<file path="src/rtl/xoodyak_pkg.sv">
// -----------------------------------------------------------------------------
// xoodyak_pkg
//   Shared definitions for the Xoodyak sequencer and core interface:
//   default data widths, the core opmode encoding (IDLE..RATCHET plus the
//   continue bit), the sequencer state and phase enums, and helpers that map
//   a phase to its core opmode and to the phase that follows it.
//   No ports (package).
// -----------------------------------------------------------------------------
package xoodyak_pkg;

    localparam int XOOD_TEXT_W = 192;   // text block width
    localparam int XOOD_BLK_W  = 128;   // key / nonce / AD / tag width

    // Low three bits of the core opmode.
    typedef enum logic [2:0] {
        OP_IDLE    = 3'd0,
        OP_INIT    = 3'd1,
        OP_NONCE   = 3'd2,
        OP_ASSOC   = 3'd3,
        OP_CRYPT   = 3'd4,
        OP_DECRYPT = 3'd5,
        OP_SQUEEZE = 3'd6,
        OP_RATCHET = 3'd7
    } opmode_e;

    // Bit 3 of the opmode: continue from the current duplex state.
    localparam logic [3:0] OPMODE_CONT = 4'b1000;

    typedef enum logic [1:0] {
        ST_IDLE,
        ST_ISSUE,
        ST_WAIT,
        ST_RESP
    } seq_state_e;

    typedef enum logic [2:0] {
        PH_INIT,
        PH_NONCE,
        PH_ASSOC,
        PH_CRYPT,
        PH_SQZ
    } phase_e;

    // Core opmode for a phase. INIT starts a fresh duplex state; every later
    // phase continues from the state left by the previous one.
    function automatic logic [3:0] phase_opmode(input phase_e ph, input logic dec);
        opmode_e op;
        case (ph)
            PH_INIT:  op = OP_INIT;
            PH_NONCE: op = OP_NONCE;
            PH_ASSOC: op = OP_ASSOC;
            PH_CRYPT: op = dec ? OP_DECRYPT : OP_CRYPT;
            PH_SQZ:   op = OP_SQUEEZE;
            default:  op = OP_IDLE;
        endcase
        if (ph == PH_INIT) begin
            return {1'b0, op};
        end
        return OPMODE_CONT | {1'b0, op};
    endfunction

    function automatic phase_e next_phase(input phase_e ph);
        case (ph)
            PH_INIT:  return PH_NONCE;
            PH_NONCE: return PH_ASSOC;
            PH_ASSOC: return PH_CRYPT;
            PH_CRYPT: return PH_SQZ;
            default:  return PH_INIT;
        endcase
    endfunction

endpackage

</file>
<file path="src/rtl/xood_phase_timer.sv">
// -----------------------------------------------------------------------------
// xood_phase_timer
//   Per-phase timeout counter for xoodyak_seq. Cleared while the sequencer
//   issues a phase, counts every cycle spent waiting for the core, and
//   saturates at TIMEOUT_CYC-1, where expired_o is raised.
//   Only instantiated when XOOD_SEQ_TIMEOUT_EN is defined.
//
// Ports
//   eph1        in   clock, rising edge
//   reset       in   synchronous, active-low reset
//   clear_i     in   restart the count (ISSUE cycle)
//   count_en_i  in   count this cycle (WAIT state)
//   expired_o   out  counter has reached TIMEOUT_CYC-1
// -----------------------------------------------------------------------------
module xood_phase_timer #(
    parameter int TIMEOUT_CYC = 1024
) (
    input  logic eph1,
    input  logic reset,
    input  logic clear_i,
    input  logic count_en_i,
    output logic expired_o
);

    localparam int               CNT_W    = (TIMEOUT_CYC > 2) ? $clog2(TIMEOUT_CYC) : 1;
    localparam logic [CNT_W-1:0] CNT_LAST = CNT_W'(TIMEOUT_CYC - 1);

    logic [CNT_W-1:0] cnt_q;
    logic [CNT_W-1:0] cnt_d;

    always_comb begin
        cnt_d = cnt_q;
        if (clear_i) begin
            cnt_d = '0;
        end else if (count_en_i && !expired_o) begin
            cnt_d = cnt_q + CNT_W'(1);
        end
    end

    always_ff @(posedge eph1) begin
        if (!reset) begin
            cnt_q <= '0;
        end else begin
            cnt_q <= cnt_d;
        end
    end

    assign expired_o = (cnt_q == CNT_LAST);

endmodule

</file>
<file path="src/rtl/xoodyak_seq.sv">
// -----------------------------------------------------------------------------
// xoodyak_seq
//   Phase sequencer for the xoodyak_build core. Accepts one AEAD request,
//   drives the core through INIT -> NONCE -> ASSOC -> CRYPT/DECRYPT -> SQUEEZE
//   with one start/finished handshake per phase, and returns the text output,
//   the tag and (for decryption) the tag verdict. One request in flight.
//
//   Optional feature: define XOOD_SEQ_TIMEOUT_EN to build a per-phase
//   watchdog (xood_phase_timer). A phase that sees no core_finished within
//   TIMEOUT_CYC wait cycles ends the request with resp_error=1. Without the
//   macro, WAIT waits indefinitely and resp_error is always 0.
//
// Ports
//   eph1, reset                         clock / synchronous active-low reset
//   req_valid, req_ready                request handshake (ready only in IDLE)
//   req_dec                             0 = encrypt, 1 = decrypt
//   req_key, req_nonce, req_assodata    BLK_W operands
//   req_text                            TEXT_W plaintext / ciphertext
//   req_tag                             expected tag (decrypt)
//   core_start, core_opmode             phase start pulse and opmode
//   core_key/nonce/assodata/textin      latched operands to the core
//   core_textout, core_finished         core result and phase-done pulse
//   resp_valid, resp_ready              response handshake
//   resp_text, resp_tag                 crypt output / squeeze output
//   resp_auth_ok, resp_error            tag verdict / timeout flag
//   busy                                state != IDLE
// -----------------------------------------------------------------------------
module xoodyak_seq
    import xoodyak_pkg::*;
#(
    parameter int TEXT_W      = XOOD_TEXT_W,
    parameter int BLK_W       = XOOD_BLK_W,
    parameter int TIMEOUT_CYC = 1024
) (
    input  logic              eph1,
    input  logic              reset,

    input  logic              req_valid,
    output logic              req_ready,
    input  logic              req_dec,
    input  logic [BLK_W-1:0]  req_key,
    input  logic [BLK_W-1:0]  req_nonce,
    input  logic [BLK_W-1:0]  req_assodata,
    input  logic [TEXT_W-1:0] req_text,
    input  logic [BLK_W-1:0]  req_tag,

    output logic              core_start,
    output logic [3:0]        core_opmode,
    output logic [BLK_W-1:0]  core_key,
    output logic [BLK_W-1:0]  core_nonce,
    output logic [BLK_W-1:0]  core_assodata,
    output logic [TEXT_W-1:0] core_textin,
    input  logic [TEXT_W-1:0] core_textout,
    input  logic              core_finished,

    output logic              resp_valid,
    input  logic              resp_ready,
    output logic [TEXT_W-1:0] resp_text,
    output logic [BLK_W-1:0]  resp_tag,
    output logic              resp_auth_ok,
    output logic              resp_error,

    output logic              busy
);

    // The tag is taken from the low bits of the core text bus, and the
    // watchdog needs at least a two-cycle window to be meaningful.
    if (BLK_W > TEXT_W || TIMEOUT_CYC < 2) begin : g_param_check
        $error("xoodyak_seq: need BLK_W <= TEXT_W and TIMEOUT_CYC >= 2");
    end

    // ------------------------------------------------------------------
    // State
    // ------------------------------------------------------------------
    seq_state_e        state_q,  state_d;
    phase_e            phase_q,  phase_d;
    logic              dec_q,    dec_d;
    logic [BLK_W-1:0]  key_q,    key_d;
    logic [BLK_W-1:0]  nonce_q,  nonce_d;
    logic [BLK_W-1:0]  ad_q,     ad_d;
    logic [TEXT_W-1:0] text_q,   text_d;
    logic [BLK_W-1:0]  etag_q,   etag_d;     // expected tag from the request
    logic [TEXT_W-1:0] rtext_q,  rtext_d;
    logic [BLK_W-1:0]  rtag_q,   rtag_d;
    logic              auth_q,   auth_d;
    logic              err_q,    err_d;

    logic              accept;
    logic              timeout_hit;

    assign accept = req_valid && req_ready;

    // ------------------------------------------------------------------
    // Optional per-phase watchdog
    // ------------------------------------------------------------------
`ifdef XOOD_SEQ_TIMEOUT_EN
    logic timer_expired;

    xood_phase_timer #(
        .TIMEOUT_CYC (TIMEOUT_CYC)
    ) u_phase_timer (
        .eph1       (eph1),
        .reset      (reset),
        .clear_i    (state_q == ST_ISSUE),
        .count_en_i (state_q == ST_WAIT),
        .expired_o  (timer_expired)
    );

    assign timeout_hit = timer_expired;
`else
    assign timeout_hit = 1'b0;
`endif

    // ------------------------------------------------------------------
    // Next-state logic
    // ------------------------------------------------------------------
    always_comb begin
        // NOTE: every next-state value is defaulted to its current value
        // before the case, so no path leaves one unassigned (no latches).
        state_d = state_q;
        phase_d = phase_q;
        dec_d   = dec_q;
        key_d   = key_q;
        nonce_d = nonce_q;
        ad_d    = ad_q;
        text_d  = text_q;
        etag_d  = etag_q;
        rtext_d = rtext_q;
        rtag_d  = rtag_q;
        auth_d  = auth_q;
        err_d   = err_q;

        case (state_q)
            ST_IDLE: begin
                if (accept) begin
                    dec_d   = req_dec;
                    key_d   = req_key;
                    nonce_d = req_nonce;
                    ad_d    = req_assodata;
                    text_d  = req_text;
                    etag_d  = req_tag;
                    rtext_d = '0;
                    rtag_d  = '0;
                    auth_d  = 1'b0;
                    err_d   = 1'b0;
                    phase_d = PH_INIT;
                    state_d = ST_ISSUE;
                end
            end

            // Single start cycle; core_finished is deliberately not looked
            // at here so a stale pulse cannot skip a phase.
            ST_ISSUE: begin
                state_d = ST_WAIT;
            end

            ST_WAIT: begin
                // A finish on the expiry cycle takes priority over the timeout.
                if (core_finished) begin
                    if (phase_q == PH_SQZ) begin
                        rtag_d  = core_textout[BLK_W-1:0];
                        auth_d  = dec_q ? (core_textout[BLK_W-1:0] == etag_q) : 1'b1;
                        err_d   = 1'b0;
                        state_d = ST_RESP;
                    end else begin
                        if (phase_q == PH_CRYPT) begin
                            rtext_d = core_textout;
                        end
                        phase_d = next_phase(phase_q);
                        state_d = ST_ISSUE;
                    end
                end else if (timeout_hit) begin
                    rtext_d = '0;
                    rtag_d  = '0;
                    auth_d  = 1'b0;
                    err_d   = 1'b1;
                    state_d = ST_RESP;
                end
            end

            ST_RESP: begin
                if (resp_ready) begin
                    state_d = ST_IDLE;
                end
            end

            default: begin
                state_d = ST_IDLE;
            end
        endcase
    end

    // ------------------------------------------------------------------
    // Registers
    // ------------------------------------------------------------------
    always_ff @(posedge eph1) begin
        // NOTE: the wide operand and result registers are reset as well,
        // since every output must read 0 while and right after reset.
        if (!reset) begin
            state_q <= ST_IDLE;
            phase_q <= PH_INIT;
            dec_q   <= 1'b0;
            key_q   <= '0;
            nonce_q <= '0;
            ad_q    <= '0;
            text_q  <= '0;
            etag_q  <= '0;
            rtext_q <= '0;
            rtag_q  <= '0;
            auth_q  <= 1'b0;
            err_q   <= 1'b0;
        end else begin
            // NOTE: non-blocking assignments so every register samples the
            // pre-edge value of everything it depends on.
            state_q <= state_d;
            phase_q <= phase_d;
            dec_q   <= dec_d;
            key_q   <= key_d;
            nonce_q <= nonce_d;
            ad_q    <= ad_d;
            text_q  <= text_d;
            etag_q  <= etag_d;
            rtext_q <= rtext_d;
            rtag_q  <= rtag_d;
            auth_q  <= auth_d;
            err_q   <= err_d;
        end
    end

    // ------------------------------------------------------------------
    // Outputs
    // ------------------------------------------------------------------
    assign req_ready     = (state_q == ST_IDLE);
    assign busy          = (state_q != ST_IDLE);
    assign core_start    = (state_q == ST_ISSUE);
    assign core_opmode   = (state_q == ST_ISSUE || state_q == ST_WAIT)
                           ? phase_opmode(phase_q, dec_q) : 4'h0;

    assign core_key      = key_q;
    assign core_nonce    = nonce_q;
    assign core_assodata = ad_q;
    assign core_textin   = text_q;

    assign resp_valid    = (state_q == ST_RESP);
    assign resp_text     = rtext_q;
    assign resp_tag      = rtag_q;
    assign resp_auth_ok  = auth_q;
    assign resp_error    = err_q;

endmodule

</file>
<file path="config.mk">
export PLATFORM = sky130hd
export DESIGN_NAME = xoodyak_seq
export DESIGN_NICKNAME = d
export VERILOG_FILES = /design/src/rtl/xoodyak_pkg.sv /design/src/rtl/xood_phase_timer.sv /design/src/rtl/xoodyak_seq.sv
export SDC_FILE = /design/constraint.sdc
export NUM_CORES = 2
export LEC_CHECK = 0
export CAP_MARGIN = 0
export CORE_AREA = 10 10 698 700
export CTS_CLUSTER_SIZE = 40
export DETAILED_ROUTE_END_ITERATION = 6
export DIE_AREA = 0 0 708 710
export DONT_BUFFER_PORTS = 1
export GPL_ROUTABILITY_DRIVEN = 0
export PLACE_DENSITY = 0.3
export SLEW_MARGIN = 10
export SYNTH_ARGS = -nofsm -noshare
export SYNTH_HDL_FRONTEND = slang
export SYNTH_SLANG_ARGS = --single-unit
export TNS_END_PERCENT = 5
</file>
<file path="constraint.sdc">
create_clock -name eph1 -period 1.9 [get_ports eph1]
set_input_delay 0.19 -clock eph1 [delete_from_list [all_inputs] [get_ports eph1]]
set_output_delay 0.19 -clock eph1 [all_outputs]
set_load 0.02 [all_outputs]
</file>
**After elaboration in Yosys (flattened, before gate mapping)**

Index checks and enable logic that the tools add are counted.

- Memories kept: 0
- RAM bits: 0
- Latch bits: 0
- Register bits after elaboration: 1032
- Memory bits (read-only): 0
- Output and inout port bits: 906

- Equal/unequal tests: 14
- Multiplexer cells: 33
- Div/mod/pow operators: 0
- Shift operators: 0
- Bitwise operators: 0
- $add $sub $neg: 0
- Order comparisons: 0
- Reduce and logical (&&, ||, !) cells: 11
- $mul: 0

Operators by type and width:

| operator | number |
|---|---|
| 192-bit 2-to-1 mux | 4 |
| 128-bit 2-to-1 mux | 3 |
| 192-bit one-hot mux with 2 select lines | 1 |
| 128-bit one-hot mux with 2 select lines | 1 |
| 128-bit equality test | 1 |
| 3-bit one-hot mux with 5 select lines | 1 |
| 4-bit 2-to-1 mux | 3 |
| 3-bit one-hot mux with 4 select lines | 1 |
| 3-bit 2-to-1 mux | 3 |
| 1-bit 2-to-1 mux | 8 |
| 2-bit 2-to-1 mux | 4 |
| 2-bit != test, second input constant | 4 |
| 2-bit one-hot mux with 4 select lines | 1 |
| 4-bit AND reduction | 2 |
| 3-bit by 2-bit equality test with 1-bit output, second input constant | 2 |
| 3-bit one-hot mux with 2 select lines | 1 |
| 5-bit AND reduction | 1 |
| 2-bit equality test, second input constant | 2 |
| 2-bit by 1-bit != test with 1-bit output, second input constant | 2 |
| 1-bit one-hot mux with 2 select lines | 2 |
| 2-bit nonzero test | 2 |
| 3-bit by 1-bit equality test with 1-bit output, second input constant | 1 |
| 3-bit equality test, second input constant | 1 |
| 3-bit zero test | 1 |
| 6 further kinds | 6 |

**Depth between registers and ports, before layout**

- Word-level depth: 5
- Gate-level depth with buffers: 9
- Gate-level depth less buffers: 7

**Worst setup path before layout**

Ideal clock, no wire load.

- Kind: flip-flop to flip-flop
- Start point: register state_q[0]
- End point: register rtext_q[100] (netlist: resp_text[100])
- Setup slack: 0.022 ns
- Library setup time: 0.065 ns
- Cell stages (with the launch flop): 10
- Arrival time: 1.813 ns
- Period minus slack after synthesis: 1.878 ns
- Cells stage by stage: dfxtp_1 -> inv_1 -> ha_1 -> inv_2 -> o22ai_4 -> a21o_1 -> clkbuf_1 -> buf_2 -> a22oi_1 -> nor2_1

- Longest elaborated chain between the ends: 4
- Elaborated cells on any way between the ends: 10
- Classes of those cells: eq/ne (5); mux (1); reduce/logical (4)

Ends and longest elaborated chain:

| element | RTL line | text |
|---|---|---|
| from (decl) | xoodyak_seq.sv:75 | `seq_state_e state_q, state_d;` |
| from (signal assigned) | xoodyak_seq.sv:215 | `state_q <= state_d;` |
| 2-bit zero test (*) | xoodyak_seq.sv:233 | `assign req_ready = (state_q == ST_IDLE);` |
| named net req_ready | xoodyak_seq.sv:39 | `output logic req_ready,` |
| 1-bit logical AND | xoodyak_seq.sv:91 | `assign accept = req_valid && req_ready;` |
| 2-bit by 1-bit != test with 1-bit output (no source line) | -- |  |
| 5-bit AND reduction (no source line) | -- |  |
| to (signal assigned) | xoodyak_seq.sv:223 | `rtext_q <= rtext_d;` |
| to (decl) | xoodyak_seq.sv:83 | `logic [TEXT_W-1:0] rtext_q, rtext_d;` |

The timed path passes the listed nets; every way through them passes the cells marked *.
A chain may end at the register's enable or synchronous reset.

**Final worst setup path**

- Start point: register etag_q[86]
- End point: register auth_q (netlist: resp_auth_ok)

- Longest elaborated chain between the ends: 5

Ends and longest elaborated chain:

| element | RTL line | text |
|---|---|---|
| from (decl) | xoodyak_seq.sv:82 | `logic [BLK_W-1:0] etag_q, etag_d;` |
| from (signal assigned) | xoodyak_seq.sv:222 | `etag_q <= etag_d;` |
| 128-bit equality test | xoodyak_seq.sv:162 | `auth_d = dec_q ? (core_textout[BLK_W-1:0] == etag_q) : 1'b1;` |
| 1-bit 2-to-1 mux | xoodyak_seq.sv:162 |  |
| 1-bit 2-to-1 mux | xoodyak_seq.sv:160 | `if (phase_q == PH_SQZ) begin` |
| 1-bit 2-to-1 mux | xoodyak_seq.sv:159 | `if (core_finished) begin` |
| 1-bit one-hot mux with 2 select lines | xoodyak_seq.sv:133 | `case (state_q)` |
| to (signal assigned) | xoodyak_seq.sv:225 | `auth_q <= auth_d;` |
| to (decl) | xoodyak_seq.sv:85 | `logic auth_q, auth_d;` |

No other way between the ends. The select of a mux whose other input is x is not followed.

==> results.toml <==
[finish]
areaGrowthSynthToFinish_pct = 83.1
final_cell_area_mm2 = 0.0674
fin_util = 0.142
drive_gt1_frac = 0.203
finalNetCount = 6668
fillCellCount = 53337

[detailed_routing]
drcViolationCount = 0
drt_iter0_markers = 3910
routedWlPerCell_um = 34.0
vias = 41534
wl_um = 418000
postRouteAntennaNets = 0
viasPerCell = 3.38
firstDrtPassIters = 6

[sta]
finalSetupViolations = 673
period_needed_ns = 2.26
max_freq_mhz = 443
fin_setup_tns_ns = -83.25
timing.final.hold_violations = 0
period_share = 1.19
rsz0062_at_grt = "true"
finClkSkew_ns = 0.112
worstMarginPinSlew_ns = 0.837
maxSlewViolCount = 0
slew_headroom = 0.440
setup_ws_ns = -0.360
hold_slack_ns = 0.0795

[global_routing]
grt_pass1_wl_um = 498000
use_met2 = 0.260
grt_max_degree = 82
antenna_found_initial = 407
top_usage_layer = "met2"
met1_usage = 0.159
grt-ovfl-total = 0
grt_pass1_vias = 39254
grtUsageTotal = 0.154
use_met3 = 0.0862

[clock_network]
cts.path.max_buffers = 4
cts_buffers = 147
h-tree-depth = 4
clk_pin_slew_ns = 0.06
cts_root_buf = "clkbuf_16"
cts_num_sinks = 1031
clock_latency_ns = 0.90
cts_tree = "done"

[yosys]
yosysTopAreaCell = "dfxtp_1"
yosysSeqAreaShare = 0.560
synth.area.top_cells = "dfxtp_1, nand2_1, a21oi_1"
synth_area_mm2 = 0.0368
yosys_warnings = 0
synthCells = 4353
syn_avg_cell_area_um2 = 8.46
synth_nets = 5259
synth_cell_type_count = 33
ys_ff_latch = 1031
synth_top_area_frac = 0.560

[worst_setup_path]
r2r_slack_ns = -0.36
endpoint_kind = "flop"
slowest_delay_ns = 0.43
regToRegEndpoint = "resp_auth_ok"
setup.worst_path.class = "flop to flop"
start_kind = "flop"
r2r_start = "etag_q[86]"
worst_path_max_delay_cell = "nor4_2"
crit_fanout = 2
arrival_ns = 3.07
rr_worst_depth = 7
critPathRequiredTime_ns = 2.71
path_cells = "xor2_1 > nor4_2 > nand4_1 > nor4_4 > nand2_1 > buf_6 > a311oi_2"

[die]
coreArea_mm2 = 0.473
die_y_um = 710
design.portCount = 1808
dieWidth_um = 708
start_util = 0.0778
num_rows = 253
die_area_mm2 = 0.503

[pwr]
ir_drop_mv = 0.761
leakage_nw = 23.5
power_density_mw_per_mm2 = 1310
power_mw = 88.3

[place]
dp_hpwl_um = 341000
dpl_cell_area_mm2 = 0.0467
numPortBuffers = 0

[hold_path]
holdPathStages = 3
min-delay-start = "req_text[66]"
hold_end = "core_textin[66]"
min-delay-path-class = "primary input to flop"

[run_status]
status = "finished with violations"
violations = "setup timing"

[flow_run]
maxCapViolCount = 0
[placed cells by master, fill, tap and decap left out, types with 52 or more instances in the layout]
cell	instances
dlygate4sd3_1	1115
clkbuf_16	173
nand2_2	105
a21oi_2	97
nand2_1	1294
a22oi_1	112
a21oi_1	614
diode_2	166
buf_12	61
xor2_1	125
dfxtp_1	1023
buf_6	52
buf_4	292
a22oi_2	208
nor2_1	323
[what timing repair did]
action | 4_1_cts | 5_1_grt
endpoints found under the setup margin | 966 | 988
gates resized for setup | 212 | 340
gates cloned | 22 | 25
pin swaps | 58 | 104
hold endpoints to repair | 1031 | 0
buffers inserted | 44 | 29
hold buffers | 1115 | 0
[cells by family after synthesis]
logic type	count (synthesis)	synth area share
buffers and inverters	349	0.0425
AOI/OAI and AO/OA	1044	0.178
and+or+nand+nor	1796	0.187
other	1	0.000102
adders and majority gates	4	0.00136
DFF	1031	0.560
xor gates and xnor gates	128	0.0304
[metrics by stage]
step	instances	setup slack, ns
after floorplan	4353	0.0223
after global placement	10632	-1.54
after detailed placement	10632	-1.27
after CTS	12067	-0.418
after global routing	12203	-0.452
final	12282	-0.360
[registers in the layout, indices dropped and copies added, names as in the netlist, 2 cells and up]
| name | cells |
|---|---|
| core_assodata | 128 |
| core_textin | 192 |
| resp_text | 192 |
| core_nonce | 128 |
| resp_tag | 128 |
| etag_q | 128 |
| state_q | 2 |
| core_key | 128 |
| phase_q | 3 |
[metal layers]
metal,vias up,part of all wire,wire (um)
li1,17505,-,-
met5,-,0.0015,621
met3,990,0.13,55400
met4,92,0.053,22000
met1,20035,0.35,144000
met2,2912,0.47,195000
[cells in the mapped netlist (all sizes together)]
| cell | count |
|---|---|
| nor2 | 326 |
| dfxtp | 1031 |
| a32oi | 1 |
| nor3 | 2 |
| and2 | 1 |
| ha | 4 |
| o31a | 1 |
| o21a | 1 |
| clkinv | 1 |
| xor2 | 128 |
| buf | 106 |
| o22ai | 1 |
| a311oi | 3 |
| o21ai | 2 |
| nor2b | 1 |
| nand2 | 1421 |
| a21oi | 712 |
| nor4 | 35 |
| clkbuf | 236 |
| conb | 1 |
| a21o | 3 |
| inv | 6 |
| a22oi | 320 |
| nand4 | 8 |
| nand2b | 2 |
[worst max-delay path by stage]
stage,slack (ns),endpoint,cells past startpoint,start
floorplan,0.02,resp_text[100],9,state_q[0]
global placement,-1.54,resp_auth_ok,9,etag_q[48]
detailed placement,-1.27,resp_auth_ok,9,etag_q[26]
CTS,-0.42,resp_auth_ok,9,etag_q[46]
global route,-0.45,resp_auth_ok,9,etag_q[26]
finish,-0.36,resp_auth_ok,7,etag_q[86]
[power breakdown]
group | internal (mW) | switching, mW | total [mW]
Sequential | 24.4 | 5.79 | 30.2
Combinational | 11.0 | 17.2 | 28.2
Clock | 17.7 | 12.2 | 29.9
Total | 53.1 | 35.2 | 88.3
[layout make-up]
cell class	instances	area, um^2	area share
Sequential cell	1031	20700	0.306
Timing Repair Buffer	1602	17200	0.255
Multi-Input combinational cell	2973	16300	0.241
Tap cell	6247	7820	0.116
Clock buffer	200	4130	0.0612
Clock inverter	56	888	0.0132
Antenna cell	166	415	0.00616
Inverter	7	38.8	0.000575
[critical path, delay by kind of cell (launching register included)]
family          cells  cell delay [ns]
simple gates        4             1.23
flops               1             0.31
xor+xnor            1             0.23
compound gates      1             0.23
buf+inv             1             0.16
No activity file was read; power rests on OpenSTA's default activity.
